## src/rtl/meter_pkg.sv

```systemverilog
// Shared types and constants for the meter frame transmitter and its capture buffer.
package meter_pkg;

    typedef enum logic [2:0] {
        ST_IDLE     = 3'd0,
        ST_SEND     = 3'd1,
        ST_GUARD    = 3'd2,
        ST_WAIT_RDY = 3'd3,
        ST_DONE     = 3'd4
    } fsm_state_e;

    localparam int FRAME_LEN = 15;
    localparam logic [7:0] SYNC0_DEF = 8'hA5;
    localparam logic [7:0] SYNC1_DEF = 8'h5A;

    localparam int V_W = 22;
    localparam int I_W = 22;
    localparam int P_W = 36;
    localparam int VI_FRAME_W = 24;
    localparam int P_FRAME_W  = 40;

    function automatic logic [7:0] csum_add(input logic [7:0] acc, input logic [7:0] b);
        return acc + b;
    endfunction

endpackage

```

## src/rtl/meter_sample_buf.sv

```systemverilog
// Active/pending sample capture for the frame transmitter; the active set only changes
// when it is free (idle) or being released at the end of a frame.
module meter_sample_buf
    import meter_pkg::*;
(
    input  logic           clk100,
    input  logic           rst_p,
    input  logic           sample_valid,
    input  logic [V_W-1:0] data_v,
    input  logic [I_W-1:0] data_i,
    input  logic [P_W-1:0] data_p,
    input  logic           release_act,
    output logic [V_W-1:0] act_v,
    output logic [I_W-1:0] act_i,
    output logic [P_W-1:0] act_p,
    output logic           act_loaded,
    output logic           pend_full,
    output logic           pend_full_nxt,
    output logic [7:0]     drop_count
);

    logic [V_W-1:0] act_v_q, act_v_d, pend_v_q, pend_v_d;
    logic [I_W-1:0] act_i_q, act_i_d, pend_i_q, pend_i_d;
    logic [P_W-1:0] act_p_q, act_p_d, pend_p_q, pend_p_d;
    logic           act_loaded_q, act_loaded_d;
    logic           pend_full_q, pend_full_d;
    logic [7:0]     drop_q, drop_d;
    logic           free_s;

    // Capture, promote and overrun accounting for the two sample slots.
    always_comb begin
        act_v_d      = act_v_q;
        act_i_d      = act_i_q;
        act_p_d      = act_p_q;
        act_loaded_d = act_loaded_q;
        pend_v_d     = pend_v_q;
        pend_i_d     = pend_i_q;
        pend_p_d     = pend_p_q;
        pend_full_d  = pend_full_q;
        drop_d       = drop_q;
        free_s       = !act_loaded_q || release_act;
        if (free_s) begin
            if (pend_full_q) begin
                // Promote first; a coincident sample refills the emptied slot without a drop.
                act_v_d      = pend_v_q;
                act_i_d      = pend_i_q;
                act_p_d      = pend_p_q;
                act_loaded_d = 1'b1;
                pend_full_d  = sample_valid;
                pend_v_d     = sample_valid ? data_v : pend_v_q;
                pend_i_d     = sample_valid ? data_i : pend_i_q;
                pend_p_d     = sample_valid ? data_p : pend_p_q;
            end else if (sample_valid) begin
                act_v_d      = data_v;
                act_i_d      = data_i;
                act_p_d      = data_p;
                act_loaded_d = 1'b1;
            end else begin
                act_loaded_d = 1'b0;
            end
        end else if (sample_valid) begin
            pend_v_d    = data_v;
            pend_i_d    = data_i;
            pend_p_d    = data_p;
            pend_full_d = 1'b1;
            if (pend_full_q && (drop_q != 8'hFF)) begin
                drop_d = drop_q + 8'd1;
            end else begin
                drop_d = drop_q;
            end
        end else begin
            act_loaded_d = act_loaded_q;
        end
    end

    // Slot registers.
    always_ff @(posedge clk100 or posedge rst_p) begin
        if (rst_p) begin
            act_v_q      <= '0;
            act_i_q      <= '0;
            act_p_q      <= '0;
            act_loaded_q <= 1'b0;
            pend_v_q     <= '0;
            pend_i_q     <= '0;
            pend_p_q     <= '0;
            pend_full_q  <= 1'b0;
            drop_q       <= 8'd0;
        end else begin
            act_v_q      <= act_v_d;
            act_i_q      <= act_i_d;
            act_p_q      <= act_p_d;
            act_loaded_q <= act_loaded_d;
            pend_v_q     <= pend_v_d;
            pend_i_q     <= pend_i_d;
            pend_p_q     <= pend_p_d;
            pend_full_q  <= pend_full_d;
            drop_q       <= drop_d;
        end
    end

    assign act_v         = act_v_q;
    assign act_i         = act_i_q;
    assign act_p         = act_p_q;
    assign act_loaded    = act_loaded_q;
    assign pend_full     = pend_full_q;
    assign pend_full_nxt = pend_full_d;
    assign drop_count    = drop_q;

endmodule

```

## src/rtl/meter_frame_tx.sv

```systemverilog
// Serialises captured V/I/P measurements as 15-byte sync/sequence/checksum frames
// over the UART byte handshake.
module meter_frame_tx
    import meter_pkg::*;
#(
    parameter logic [7:0] SYNC0     = SYNC0_DEF,
    parameter logic [7:0] SYNC1     = SYNC1_DEF,
    parameter int         GUARD_CYC = 2
) (
    input  logic           clk100,
    input  logic           rst_p,
    input  logic           sample_valid,
    input  logic [V_W-1:0] data_v,
    input  logic [I_W-1:0] data_i,
    input  logic [P_W-1:0] data_p,
    input  logic           tx_ready,
    output logic           tx_en,
    output logic [7:0]     tx_byte,
    output logic           busy,
    output logic           frame_done,
    output logic [7:0]     drop_count
);

    localparam logic [3:0] GUARD_LAST = 4'(GUARD_CYC - 1);
    localparam logic [3:0] LAST_IDX   = 4'(FRAME_LEN - 1);

    fsm_state_e state_q, state_d;
    logic [3:0] idx_q, idx_d, guard_q, guard_d;
    logic [7:0] seq_q, seq_d, csum_q, csum_d, tx_byte_q, tx_byte_d;
    logic       tx_en_q, tx_en_d, frame_done_q, frame_done_d, busy_q, busy_d;
    logic       release_s, act_loaded_s, pend_full_s, pend_full_nxt_s;
    logic [V_W-1:0]        act_v_s;
    logic [I_W-1:0]        act_i_s;
    logic [P_W-1:0]        act_p_s;
    logic [VI_FRAME_W-1:0] v_w_s, i_w_s;
    logic [P_FRAME_W-1:0]  p_w_s;
    logic [7:0]            cur_byte_s;

    meter_sample_buf u_buf (
        .clk100        (clk100),
        .rst_p         (rst_p),
        .sample_valid  (sample_valid),
        .data_v        (data_v),
        .data_i        (data_i),
        .data_p        (data_p),
        .release_act   (release_s),
        .act_v         (act_v_s),
        .act_i         (act_i_s),
        .act_p         (act_p_s),
        .act_loaded    (act_loaded_s),
        .pend_full     (pend_full_s),
        .pend_full_nxt (pend_full_nxt_s),
        .drop_count    (drop_count)
    );

    assign v_w_s = {{(VI_FRAME_W - V_W){act_v_s[V_W-1]}}, act_v_s};
    assign i_w_s = {{(VI_FRAME_W - I_W){act_i_s[I_W-1]}}, act_i_s};
    assign p_w_s = {{(P_FRAME_W - P_W){act_p_s[P_W-1]}}, act_p_s};

    function automatic logic [7:0] frame_byte(
        input logic [3:0]            idx,
        input logic [7:0]            seq,
        input logic [7:0]            csum,
        input logic [VI_FRAME_W-1:0] v,
        input logic [VI_FRAME_W-1:0] i,
        input logic [P_FRAME_W-1:0]  p
    );
        case (idx)
            4'd0:    return SYNC0;
            4'd1:    return SYNC1;
            4'd2:    return seq;
            4'd3:    return v[23:16];
            4'd4:    return v[15:8];
            4'd5:    return v[7:0];
            4'd6:    return i[23:16];
            4'd7:    return i[15:8];
            4'd8:    return i[7:0];
            4'd9:    return p[39:32];
            4'd10:   return p[31:24];
            4'd11:   return p[23:16];
            4'd12:   return p[15:8];
            4'd13:   return p[7:0];
            4'd14:   return csum;
            default: return 8'h00;
        endcase
    endfunction

    // Byte currently addressed by the frame index.
    always_comb begin
        cur_byte_s = frame_byte(idx_q, seq_q, csum_q, v_w_s, i_w_s, p_w_s);
    end

    // Frame sequencing: next state, strobes and running checksum.
    always_comb begin
        state_d      = state_q;
        idx_d        = idx_q;
        guard_d      = guard_q;
        seq_d        = seq_q;
        csum_d       = csum_q;
        tx_en_d      = 1'b0;
        tx_byte_d    = tx_byte_q;
        frame_done_d = 1'b0;
        release_s    = 1'b0;
        case (state_q)
            ST_IDLE: begin
                if (act_loaded_s) begin
                    idx_d   = 4'd0;
                    csum_d  = 8'd0;
                    state_d = ST_SEND;
                end else begin
                    state_d = ST_IDLE;
                end
            end
            ST_SEND: begin
                if (tx_ready) begin
                    tx_en_d   = 1'b1;
                    tx_byte_d = cur_byte_s;
                    // Sync bytes and the checksum itself stay out of the sum.
                    if ((idx_q >= 4'd2) && (idx_q <= 4'd13)) begin
                        csum_d = csum_add(csum_q, cur_byte_s);
                    end else begin
                        csum_d = csum_q;
                    end
                    guard_d = 4'd0;
                    state_d = ST_GUARD;
                end else begin
                    state_d = ST_SEND;
                end
            end
            ST_GUARD: begin
                if (guard_q == GUARD_LAST) begin
                    state_d = ST_WAIT_RDY;
                end else begin
                    guard_d = guard_q + 4'd1;
                end
            end
            ST_WAIT_RDY: begin
                if (tx_ready) begin
                    if (idx_q == LAST_IDX) begin
                        frame_done_d = 1'b1;
                        seq_d        = seq_q + 8'd1;
                        state_d      = ST_DONE;
                    end else begin
                        idx_d   = idx_q + 4'd1;
                        state_d = ST_SEND;
                    end
                end else begin
                    state_d = ST_WAIT_RDY;
                end
            end
            ST_DONE: begin
                release_s = 1'b1;
                if (pend_full_s) begin
                    idx_d   = 4'd0;
                    csum_d  = 8'd0;
                    state_d = ST_SEND;
                end else begin
                    state_d = ST_IDLE;
                end
            end
            default: begin
                state_d = ST_IDLE;
            end
        endcase
        busy_d = (state_d != ST_IDLE) || pend_full_nxt_s;
    end

    // State and output registers.
    always_ff @(posedge clk100 or posedge rst_p) begin
        if (rst_p) begin
            state_q      <= ST_IDLE;
            idx_q        <= 4'd0;
            guard_q      <= 4'd0;
            seq_q        <= 8'd0;
            csum_q       <= 8'd0;
            tx_en_q      <= 1'b0;
            tx_byte_q    <= 8'd0;
            frame_done_q <= 1'b0;
            busy_q       <= 1'b0;
        end else begin
            state_q      <= state_d;
            idx_q        <= idx_d;
            guard_q      <= guard_d;
            seq_q        <= seq_d;
            csum_q       <= csum_d;
            tx_en_q      <= tx_en_d;
            tx_byte_q    <= tx_byte_d;
            frame_done_q <= frame_done_d;
            busy_q       <= busy_d;
        end
    end

    assign tx_en      = tx_en_q;
    assign tx_byte    = tx_byte_q;
    assign frame_done = frame_done_q;
    assign busy       = busy_q;

endmodule
```

## config.mk

```make
export PLATFORM = sky130hd
export DESIGN_NAME = meter_frame_tx
export DESIGN_NICKNAME = d
export VERILOG_FILES = /design/src/rtl/meter_pkg.sv /design/src/rtl/meter_sample_buf.sv /design/src/rtl/meter_frame_tx.sv
export SDC_FILE = /design/constraint.sdc
export NUM_CORES = 1
export LEC_CHECK = 0
export ABC_CLOCK_PERIOD_IN_PS = 22100
export BUFFER_PORTS_ARGS = -buffer_cell sky130_fd_sc_hd__buf_2
export CAP_MARGIN = 10
export CORE_MARGIN = 1
export CORE_UTILIZATION = 36
export CTS_CLUSTER_DIAMETER = 30
export CTS_CLUSTER_SIZE = 20
export DETAILED_ROUTE_END_ITERATION = 8
export MAX_ROUTING_LAYER = met4
export PLACE_DENSITY = 0.58
export SLEW_MARGIN = 25
export SYNTH_ARGS = -nofsm -noshare
export SYNTH_HDL_FRONTEND = slang
export SYNTH_SLANG_ARGS = --single-unit
```

## constraint.sdc

```tcl
create_clock -name clk100 -period 22.1 [get_ports clk100]
set_clock_uncertainty 0.2 [all_clocks]
set_input_delay 6.63 -clock clk100 [delete_from_list [all_inputs] [get_ports clk100]]
set_output_delay 6.63 -clock clk100 [all_outputs]
set_load 0.005 [all_outputs]
```

Word-level counts from Yosys, hierarchy flattened
Cells that the tools add are included.
- flip-flop bits (word level): 208
- input port bits: 84
- output and inout bits: 19
- logic and storage cells: 120
- add/subtract/negate cells: 5
- magnitude comparators: 2
- eq/ne operators: 28
- mux-type cells: 47
- bitwise operators: 1
- reductions and logical operators: 19
- operators with widths (cell ; count):
    22-bit 2-to-1 mux ; 10
    36-bit 2-to-1 mux ; 5
    8-bit case mux with 15 select lines ; 1
    8-bit 2-to-1 mux ; 4
    4-bit equality test, second input constant ; 7
    4-bit 2-to-1 mux ; 6
    8-bit case mux with 3 select lines ; 1
    8-bit by 1-bit adder with 8-bit output, second input constant ; 2
    4-bit by 3-bit equality test with 1-bit output, second input constant ; 4
    3-bit case mux with 5 select lines ; 1
    1-bit 2-to-1 mux ; 13
    4-bit case mux with 3 select lines ; 1
    2-bit != test, second input constant ; 5
    5-bit AND reduction ; 2
    3-bit 2-to-1 mux ; 3
    3-bit AND reduction ; 3
    3-bit nonzero test ; 3
    4-bit by 1-bit adder with 4-bit output, second input constant ; 2
    8-bit adder ; 1
    4-bit by 1-bit equality test with 1-bit output, second input constant ; 2
    4-bit by 2-bit equality test with 1-bit output, second input constant ; 2
    8-bit != test, second input constant ; 1
    4-bit case mux with 2 select lines ; 1
    3-bit by 2-bit equality test with 1-bit output, second input constant ; 2
    14 further kinds ; 20

Logic depth before layout (Yosys ltp)
Gate-level depths: netlist (run 1).
- depth after elaboration: 6
- depth in mapped cells: 15

Cells and area by module
Synthesis (run 1) repeated with hierarchy kept, for this count alone.
- cell total of the unflattened synthesis: 793
- area, all modules: 10309.9 sq um
- by module, submodules not included (module ; instances ; cells an instance ; area an instance (sq um) ; sequential area each (sq um)):
    meter_sample_buf ; 1 ; 469 ; 7453.4 ; 4254.1
    meter_frame_tx ; 1 ; 324 ; 2856.5 ; 950.9

Worst setup path after synthesis (run 1)
Ideal clock, no wire load.
- kind: in2reg
- from: in sample_valid
- to: reg busy_q, in the netlist busy
- setup time: 0.146 ns
- data arrival time: 7.549 ns
- setup slack: 14.204 ns
- cell stages on the path: 2
- buffers on the path: 0
- path through: maj3_1 or4b_2
- cells in the longest elaborated chain, start to end: 3
- elaborated cells between the ends (all ways): 4
- RTL lines (element ; line ; RTL):
    start, declared ; meter_frame_tx.sv:12 ; input logic sample_valid,
    1-bit 2-to-1 mux, on equally long branches ; meter_sample_buf.sv:61, meter_sample_buf.sv:43 ;
    1-bit 2-to-1 mux * ; meter_sample_buf.sv:42 ; if (free_s) begin
    1-bit logical OR * ; meter_frame_tx.sv:165 ; busy_d = (state_d != ST_IDLE) || pend_full_nxt_s;
    net busy_d ; meter_frame_tx.sv:30 ; logic tx_en_q, tx_en_d, frame_done_q, frame_done_d, busy_q, busy_d;
    end signal, assigned ; meter_frame_tx.sv:189 ; busy_q <= busy_d;
    end, declared ; meter_frame_tx.sv:30 ;
Mark *: on every way through the listed nets, which the timed path passes. The rest lies on a longest branch.
A chain may end at the register's enable or synchronous reset.

Final worst setup path (run 1)
- from: in sample_valid
- to: reg u_buf.act_v_q[8], in the netlist u_buf.act_v[8]
- cells in the longest elaborated chain, start to end: 2
- RTL lines (element ; line ; RTL):
    2-bit nonzero test (no source line) ; n/a ;
    2-bit AND reduction (no source line) ; n/a ;
    end signal, assigned ; meter_sample_buf.sv:89 ; act_v_q <= act_v_d;
    end, declared ; meter_sample_buf.sv:22 ; logic [V_W-1:0] act_v_q, act_v_d, pend_v_q, pend_v_d;
No other way between the ends.

==> out/metrics.yaml, run 1 <==
r2r_cells: 12
worst_slew_pin_slew_ns: 1.06
ys_warn_count: 0
die_area_mm2: 0.0278
drt_iter0_drc: 506
synth_enable_flop_cells: 0
p_leak_nw: 5.92
antenna_cells: 0
worst-setup-path-type: "in -> reg"
place.gp.congestion: 0.866
final_nets: 1070
grt_use_total_pct: 17.7
tns_ns: 0
avgSynthCellArea_um2: 11.3
multiInputGateArea_mm2: 0.00429
synth_top_area_share_pct: 53.3
syn2layout_area_growth_pct: 25.4
drive_above_1_share_pct: 28.4
synth_ff_type: "dfrtp_1"
pwr_density_cell_mw_per_mm2: 125
ys_types: 56
viasPerCell: 5.19
max-slew-margin-rel_pct: 29.6
grt_max_degree: 129
period_share_pct: 37.7
cp-end-kind: "register"
critPathLaunchType: "input pin"
cts_tree: "yes"
numCtsBuffers: 49
syn_area_mm2: 0.00976
status: "finished, final reports clean"
cts_max_path_buffers: 3
drt-pass1-iter-count: 6
arrival_ns: 8.58
die_height_um: 167
synth_area_leader_cell: "dfrtp_1"
worstSetupStartpoint: "sample_valid"
hold_viol_final: 0
post_drt_wl_per_cell_um: 17.5
setup_viol: 0
port_buffers: 102
rows: 59
die_w_um: 167
fill_cells: 2413
r2r-end: "csum_q[7]"
critPathRequiredTime_ns: 22.35
post-dp-hpwl_mm: 15.4
cts_hold_buf: 0
yosysSeqAreaShare_pct: 53.3
netlist_top_cells_area: "dfrtp_1 (53%), mux2_2 (10%), mux2i_1 (8.6%), a21oi_1 (4.7%), nor2_1 (4.0%)"
final_max_slew_viol_count: 0
gr-total-overflow: 0
regArea_mm2: 0.00521
postCtsSetupBuffers: 0
cts.sinks: 208
core_mm2: 0.0264
period_needed_ns: 8.33
wirelength_mm: 23.5
antenna_found_initial: 0
route.detailed.drc: 0
num_vias: 6980
ys_top_cells_by_count: "dfrtp_1 (208), nor2_1 (103), a21oi_1 (92)"
cts.repair.resized: 0
initial_utilization_pct: 37.0
max_freq_ghz: 0.120
synth_seq_cells: 208
r2r_slack_ns: 18.03
grt_pass1_vias: 6863
cts-root-buf: "clkbuf_16"
htreeDepth: 2
clock_latency_ns: 0.53
rsz0062_at_grt: "false"
vdd_drop_max_uv: 61.2
synth_fp_nets: 966
synth.most_common_cell: "dfrtp_1"
hp-class: "reg -> reg"
synthCells: 865
r2r-start: "idx_q[0]"
power.total_w: 0.00153
ant_nets: 0
io_pins: 103
grt_pass1_wl_mm: 38.0
clk_pin_slew_ns: 0.05
async_flop_share_pct: 100
endpoint: "u_buf.act_v[8]"
maxCapViolCount: 0
cp_max_fo: 118
layout by cell type, fill, tap and decap left out, types with 8 or more instances in the layout:
master,instances
buf_2,102
a21oi_1,92
a221oi_1,10
clkbuf_16,49
mux2i_1,84
clkbuf_1,10
ha_1,15
inv_1,10
nor2_1,102
xor2_1,9
o21ai_0,17
clkinv_2,11
bufinv_16,8
dfrtp_1,207
mux2_2,89
xnor2_1,14
nand3_1,19
a22o_1,10
nand2_1,36
sequential cells by signal (all words and copies together), names as in the netlist, 4 cells and up:
signal,cells
u_buf.pend_p_q,36
csum_q,8
u_buf.pend_v_q,22
idx_q,4
u_buf.pend_i_q,22
guard_q,4
u_buf.drop_count,8
seq_q,8
tx_byte,8
u_buf.act_i,22
u_buf.act_v,22
u_buf.act_p,36
routing by layer:
metal	up-vias	wire length (µm)	part of all wire [%]	track usage (%)
met5	-	0	0	-
met4	0	666	2.8	7.13
met3	52	1020	4.3	3.26
met2	174	10600	45	25.6
met1	3412	11200	48	24.5
li1	3342	-	-	-
per-stage QoR:
step	hold slack (ns)	setup WS [ns]	area (µm²)	utilization (%)	instances
global placement	0.260	13.07	10500	39.9	1253
floorplan	0.246	9.59	9760	-	865
CTS	0.276	13.53	12200	46.4	1344
detailed placement	0.265	12.99	10500	39.9	1253
global route	0.295	13.59	12200	46.4	1344
finish	0.273	13.77	12200	46.4	1344
logic make-up (layout without fill, tap and decap cells):
| group | count (synthesis) | in the layout | share of synthesized area, % |
|---|---|---|---|
| mux | 173 | 173 | 18.9 |
| compound gates | 176 | 176 | 11.3 |
| simple gates | 200 | 200 | 9.17 |
| flops | 208 | 208 | 53.3 |
| fa+ha+maj | 18 | 18 | 2.36 |
| xor+xnor | 23 | 23 | 2.06 |
| buf+inv | 67 | 211 | 2.94 |
how the worst min path moves through the flow:
stage                    start    endpoint  slack (ns)  depth (start not counted)
global placement      seq_q[7]    seq_q[7]        0.26                          1
floorplan             seq_q[7]    seq_q[7]        0.25                          1
CTS                 tx_byte[3]  tx_byte[3]        0.28                          2
finish              tx_byte[3]  tx_byte[3]        0.27                          2
global route        tx_byte[3]  tx_byte[3]        0.30                          2
detailed placement  tx_byte[3]  tx_byte[3]        0.27                          2
report_power, final:
part           internal (W)  switching [W]  total, W
logic              0.000127       0.000169  0.000296
clock network      0.000517       0.000221  0.000738
registers          0.000443      0.0000495  0.000493
total               0.00109       0.000439   0.00153
cell type report:
class | count | area share [%]
clock buffers | 64 | 10.9
clock inverters | 27 | 3.07
inverters | 11 | 0.399
multi-input cells | 590 | 35.0
flip-flops and latches | 208 | 42.6
well taps | 335 | 3.42
repair buffers | 109 | 4.66
worst max-delay path, cell delays in order:
cell	delay (ns)
buf_2	0.12
nor2_1	0.08
nor2_4	0.72
buf_6	0.67
nor2_1	0.09
a21oi_1	0.17
(Power assumes the default switching activity.)
==> run 2, diff against run 1 <==
--- a/config.mk
+++ b/config.mk
@@ -5,7 +5,7 @@
 export SDC_FILE = /design/constraint.sdc
 export NUM_CORES = 1
 export LEC_CHECK = 0
-export ABC_CLOCK_PERIOD_IN_PS = 22100
+export ABC_CLOCK_PERIOD_IN_PS = 8000
 export BUFFER_PORTS_ARGS = -buffer_cell sky130_fd_sc_hd__buf_2
 export CAP_MARGIN = 10
 export CORE_MARGIN = 1
==> constraint.sdc (replaced) <==
create_clock -name clk100 -period 8 [get_ports clk100]
set_clock_uncertainty 0.2 [all_clocks]
set_input_delay 2.4 -clock clk100 [delete_from_list [all_inputs] [get_ports clk100]]
set_output_delay 2.4 -clock clk100 [all_outputs]
set_load 0.005 [all_outputs]
==> out/metrics.yaml, run 2 (synthesis results as in run 1) <==
cts_hold_buf: 0
hp-start: "seq_q[7]"
crit_slowest_cell: "ha_1"
cts_tree: "yes"
critical_path.most_common_cell: "ha_1"
cp_cell_sequence: "inv_1, ha_1, a221oi_1, o31ai_1, ha_1, a211oi_1, nor2_1, o22ai_1, or3b_1, a31oi_1, o21bai_1"
io_pins: 103
cp-end-kind: "register"
hp-class: "reg -> reg"
drt_iter0_drc: 505
die_area_mm2: 0.0278
power_frac_seq_pct: 31.5
route.detailed.drc: 0
cts-root-buf: "clkbuf_16"
port_buffers: 102
worst_slew_pin_slew_ns: 1.08
tns_ns: 0
drt-pass1-iter-count: 5
r2r-end: "csum_q[7]"
cts_max_path_buffers: 3
combPwrFrac_pct: 18.9
status: "finished, final reports clean"
pwr-share-clk_pct: 49.6
critPathRequiredTime_ns: 8.21
final_cell_mix: "dfrtp_1 (207), nor2_1 (102), buf_2 (102), a21oi_1 (92), mux2_2 (89)"
placed_area_mm2: 0.0105
die_w_um: 167
final_common_cell: "dfrtp_1"
period_share_pct: 51.2
postCtsSetupBuffers: 0
htreeDepth: 2
final_max_slew_viol_count: 0
place.gp.congestion: 0.867
viasPerCell: 5.21
gr-total-overflow: 0
grt_use_total_pct: 17.9
period_needed_ns: 4.09
critPathTopFamily: "compound AO/OA/AOI/OAI gates"
switching_share_pct: 28.2
cts.sinks: 208
path_buf_inv: 1
r2r-start: "idx_q[1]"
antenna_found_initial: 0
fin_cells: 1347
max-slew-margin-rel_pct: 27.7
ant_nets: 0
r2r_slack_ns: 3.91
cp_max_fo: 22
num_vias: 7012
r2r_cells: 11
max_freq_ghz: 0.244
setup_viol: 0
core_mm2: 0.0264
final_nets: 1073
min_path_cells: 1
grt_pass1_vias: 7014
antenna_cells: 0
critPathLaunchType: "register"
rows: 59
syn2layout_area_growth_pct: 26.5
cts.repair.resized: 0
pwr_density_cell_mw_per_mm2: 350
grt_max_degree: 144
whs_endpoint: "seq_q[7]"
wirelength_mm: 23.5
arrival_ns: 4.30
critPathMaxStageDelay_ns: 0.86
clk_pin_slew_ns: 0.04
post_drt_wl_per_cell_um: 17.5
maxCapViolCount: 0
p_sw_w: 0.00122
grt_pass1_wl_mm: 38.2
dp.cells: 1255
vdd_drop_max_uv: 243
clock_latency_ns: 0.54
rsz0062_at_grt: "false"
worst-setup-path-type: "reg -> reg"
p_leak_nw: 5.95
fill_cells: 2424
drive_above_1_share_pct: 29.0
hold_viol_final: 0
post-dp-hpwl_mm: 15.6
numCtsBuffers: 50
initial_utilization_pct: 37.0
intPower_w: 0.00310
finalInstanceArea_mm2: 0.0123
die_height_um: 167
run 2: through the flow:
stage | hold slack (ns) | total power (W) | util, % | setup WS, ns
2_1_floorplan | 0.246 | 0.00192 | - | 2.70
3_3_place_gp | 0.261 | 0.00217 | 40.0 | 3.60
3_5_place_dp | 0.270 | 0.00218 | 40.0 | 3.61
4_1_cts | 0.276 | 0.00436 | 46.9 | 3.99
5_1_grt | 0.304 | 0.00454 | 46.9 | 3.69
6_report | 0.280 | 0.00432 | 46.9 | 3.91
run 2: worst max-delay path by stage:
stage                            start                  to  slack, ns  cells past startpoint
after global routing          idx_q[1]           csum_q[7]       3.69                     13
after CTS                     idx_q[1]           csum_q[7]       3.99                     13
after floorplan                  rst_p                busy       2.70                      1
after detailed placement  sample_valid   u_buf.pend_v_q[4]       3.61                      4
final                         idx_q[1]           csum_q[7]       3.91                     11
after global placement    sample_valid  u_buf.pend_v_q[10]       3.60                      4
run 2: power groups by stage:
stage,Combinational [W],Sequential (W),Clock (W)
floorplan,0.000588,0.00133,0
global placement,0.000797,0.00137,0
detailed placement,0.000809,0.00138,0
CTS,0.000815,0.00136,0.00218
global route,0.000916,0.00139,0.00224
finish,0.000814,0.00136,0.00214
run 2: layout make-up:
class	instances	area (µm²)	area share [%]
flip-flops and latches	208	5210	42.2
repair buffers	111	591	4.78
clock inverters	30	435	3.53
inverters	11	45.0	0.365
multi-input cells	590	4280	34.7
clock buffers	62	1370	11.1
well taps	335	419	3.39
run 2: routing by layer:
metal | up-vias | wire, µm | global-route usage [%]
met5 | - | 0 | -
met4 | 0 | 510 | 5.64
met3 | 45 | 1260 | 3.92
met2 | 188 | 10600 | 25.6
met1 | 3432 | 11100 | 25.0
li1 | 3347 | - | -
==> run 3, diff against run 2 <==
--- a/config.mk
+++ b/config.mk
@@ -5,7 +5,7 @@
 export SDC_FILE = /design/constraint.sdc
 export NUM_CORES = 1
 export LEC_CHECK = 0
-export ABC_CLOCK_PERIOD_IN_PS = 8000
+export ABC_CLOCK_PERIOD_IN_PS = 3350
 export BUFFER_PORTS_ARGS = -buffer_cell sky130_fd_sc_hd__buf_2
 export CAP_MARGIN = 10
 export CORE_MARGIN = 1
@@ -14,7 +14,7 @@
 export CTS_CLUSTER_SIZE = 20
 export DETAILED_ROUTE_END_ITERATION = 8
 export MAX_ROUTING_LAYER = met4
-export PLACE_DENSITY = 0.58
+export PLACE_DENSITY = 0.6
 export SLEW_MARGIN = 25
 export SYNTH_ARGS = -nofsm -noshare
 export SYNTH_HDL_FRONTEND = slang
==> constraint.sdc (replaced) <==
create_clock -name clk100 -period 3.35 [get_ports clk100]
set_clock_uncertainty 0.2 [all_clocks]
set_input_delay 1.005 -clock clk100 [delete_from_list [all_inputs] [get_ports clk100]]
set_output_delay 1.005 -clock clk100 [all_outputs]
set_load 0.005 [all_outputs]
==> out/metrics.yaml, run 3 (synthesis results as in run 1) <==
status: "finished, final reports clean"
route.detailed.drc: 0
port_buffers: 102
post_drt_wl_per_cell_um: 17.8
wirelength_mm: 25.3
drt_iter0_drc: 540
max_freq_ghz: 0.300
max-slew-margin-rel_pct: 47.5
grt_use_total_pct: 18.8
critPathMaxStageDelay_ns: 0.44
drt-pass1-iter-count: 5
numCtsBuffers: 50
r2r_cells: 14
antenna_found_initial: 0
syn2layout_area_growth_pct: 35.2
maxCapViolCount: 0
die_area_mm2: 0.0278
p_leak_nw: 6.40
io_pins: 103
final_max_slew_viol_count: 0
crit_slowest_cell: "dfrtp_2"
grt_pass1_vias: 7398
initial_utilization_pct: 37.0
cts_tree: "yes"
dp_slack_ns: -0.104
final_nets: 1145
htreeDepth: 2
grt_pass1_wl_mm: 40.1
cp_cell_sequence: "inv_4, ha_4, buf_12, and4b_1, a221o_1, a21oi_2, o211ai_1, ha_1, o21ai_1, nor2_1, o22ai_2, or3b_4, a31oi_1, o21bai_1"
critPathRequiredTime_ns: 3.57
tns_ns: 0
post-dp-hpwl_mm: 17.0
gr-total-overflow: 0
rsz0062_at_grt: "true"
regArea_mm2: 0.00521
cts-root-buf: "clkbuf_16"
cp_max_fo: 15
multiInputGateArea_mm2: 0.00444
fin_cells: 1421
postLayoutCoreUtil_pct: 50.1
period_share_pct: 99.6
worst-setup-path-type: "reg -> reg"
cts_max_path_buffers: 3
fin_ws_ns: 0.0148
core_mm2: 0.0264
fill_cells: 2327
rows: 59
antenna_cells: 0
critPathLaunchType: "register"
clock_latency_ns: 0.55
period_needed_ns: 3.34
drive_above_1_share_pct: 36.5
vdd_drop_max_uv: 462
viasPerCell: 5.14
die_height_um: 167
grt_max_degree: 81
num_vias: 7300
die_w_um: 167
power.total_w: 0.0110
place.gp.congestion: 0.934
hp-class: "in -> async"
arrival_ns: 3.56
final_cell_mix: "dfrtp_1 (205), buf_2 (102), nor2_1 (101), mux2_2 (89), a21oi_1 (86)"
r2r_slack_ns: 0.01
setup_viol: 0
hold_viol_final: 0
final_common_cell: "dfrtp_1"
cp-end-kind: "register"
dp.cells: 1315
ant_nets: 0
pwr_density_cell_mw_per_mm2: 836
r2r-start: "idx_q[0]"
clk_pin_slew_ns: 0.05
r2r-end: "csum_q[7]"
worst_slew_pin_slew_ns: 0.785
cts.sinks: 208
[run 3: worst max-delay path by stage]
stage / startpoint / to / cells past startpoint
global placement: idx_q[0] / csum_q[7] / 14
finish: idx_q[0] / csum_q[7] / 14
floorplan: rst_p / busy / 1
CTS: idx_q[0] / csum_q[7] / 13
detailed placement: idx_q[0] / csum_q[6] / 14
global route: idx_q[1] / csum_q[6] / 15
[run 3: area by class of cell]
| cell class | count | area share, % |
|---|---|---|
| clock inverter | 24 | 2.56 |
| tap | 335 | 3.18 |
| timing repair buffer | 183 | 9.62 |
| sequential | 208 | 39.5 |
| multi-input combinational | 590 | 33.7 |
| clock buffer | 70 | 11.1 |
| inverter | 11 | 0.379 |
[run 3: per-layer routing]
metal	GRT usage, %	share of wire (%)
met4	6.48	2.6
met2	28.5	46
met1	25.3	47
met5	-	0
met3	3.37	4.9
[run 3: timing repair]
| item | in CTS | in global routing |
|---|---|---|
| hold buffers | 0 | 0 |
| setup endpoints to repair | 3 | 4 |
| pin swaps | 6 | 21 |
| setup buffers | 2 | 8 |
| gates cloned | 0 | 2 |
| resized for setup | 7 | 38 |
[run 3: metrics by stage]
step,cell area [µm²],hold slack (ns)
2_1_floorplan,9760,0.246
3_3_place_gp,11100,0.273
3_5_place_dp,11100,0.261
4_1_cts,12900,0.219
5_1_grt,13200,0.242
6_report,13200,0.230
[run 3: power by group]
group | switching [W] | internal (W) | total [W]
logic | 0.00130 | 0.00136 | 0.00266
clock network | 0.00150 | 0.00358 | 0.00508
registers | 0.000369 | 0.00293 | 0.00330
[run 3: critical path: cells and delay by family, from the launching register on]
kind	cells	cell delay, ns
compound gates	7	1.08
fa+ha+maj	2	0.52
simple gates	3	0.74
flops	1	0.44
buf+inv	2	0.22
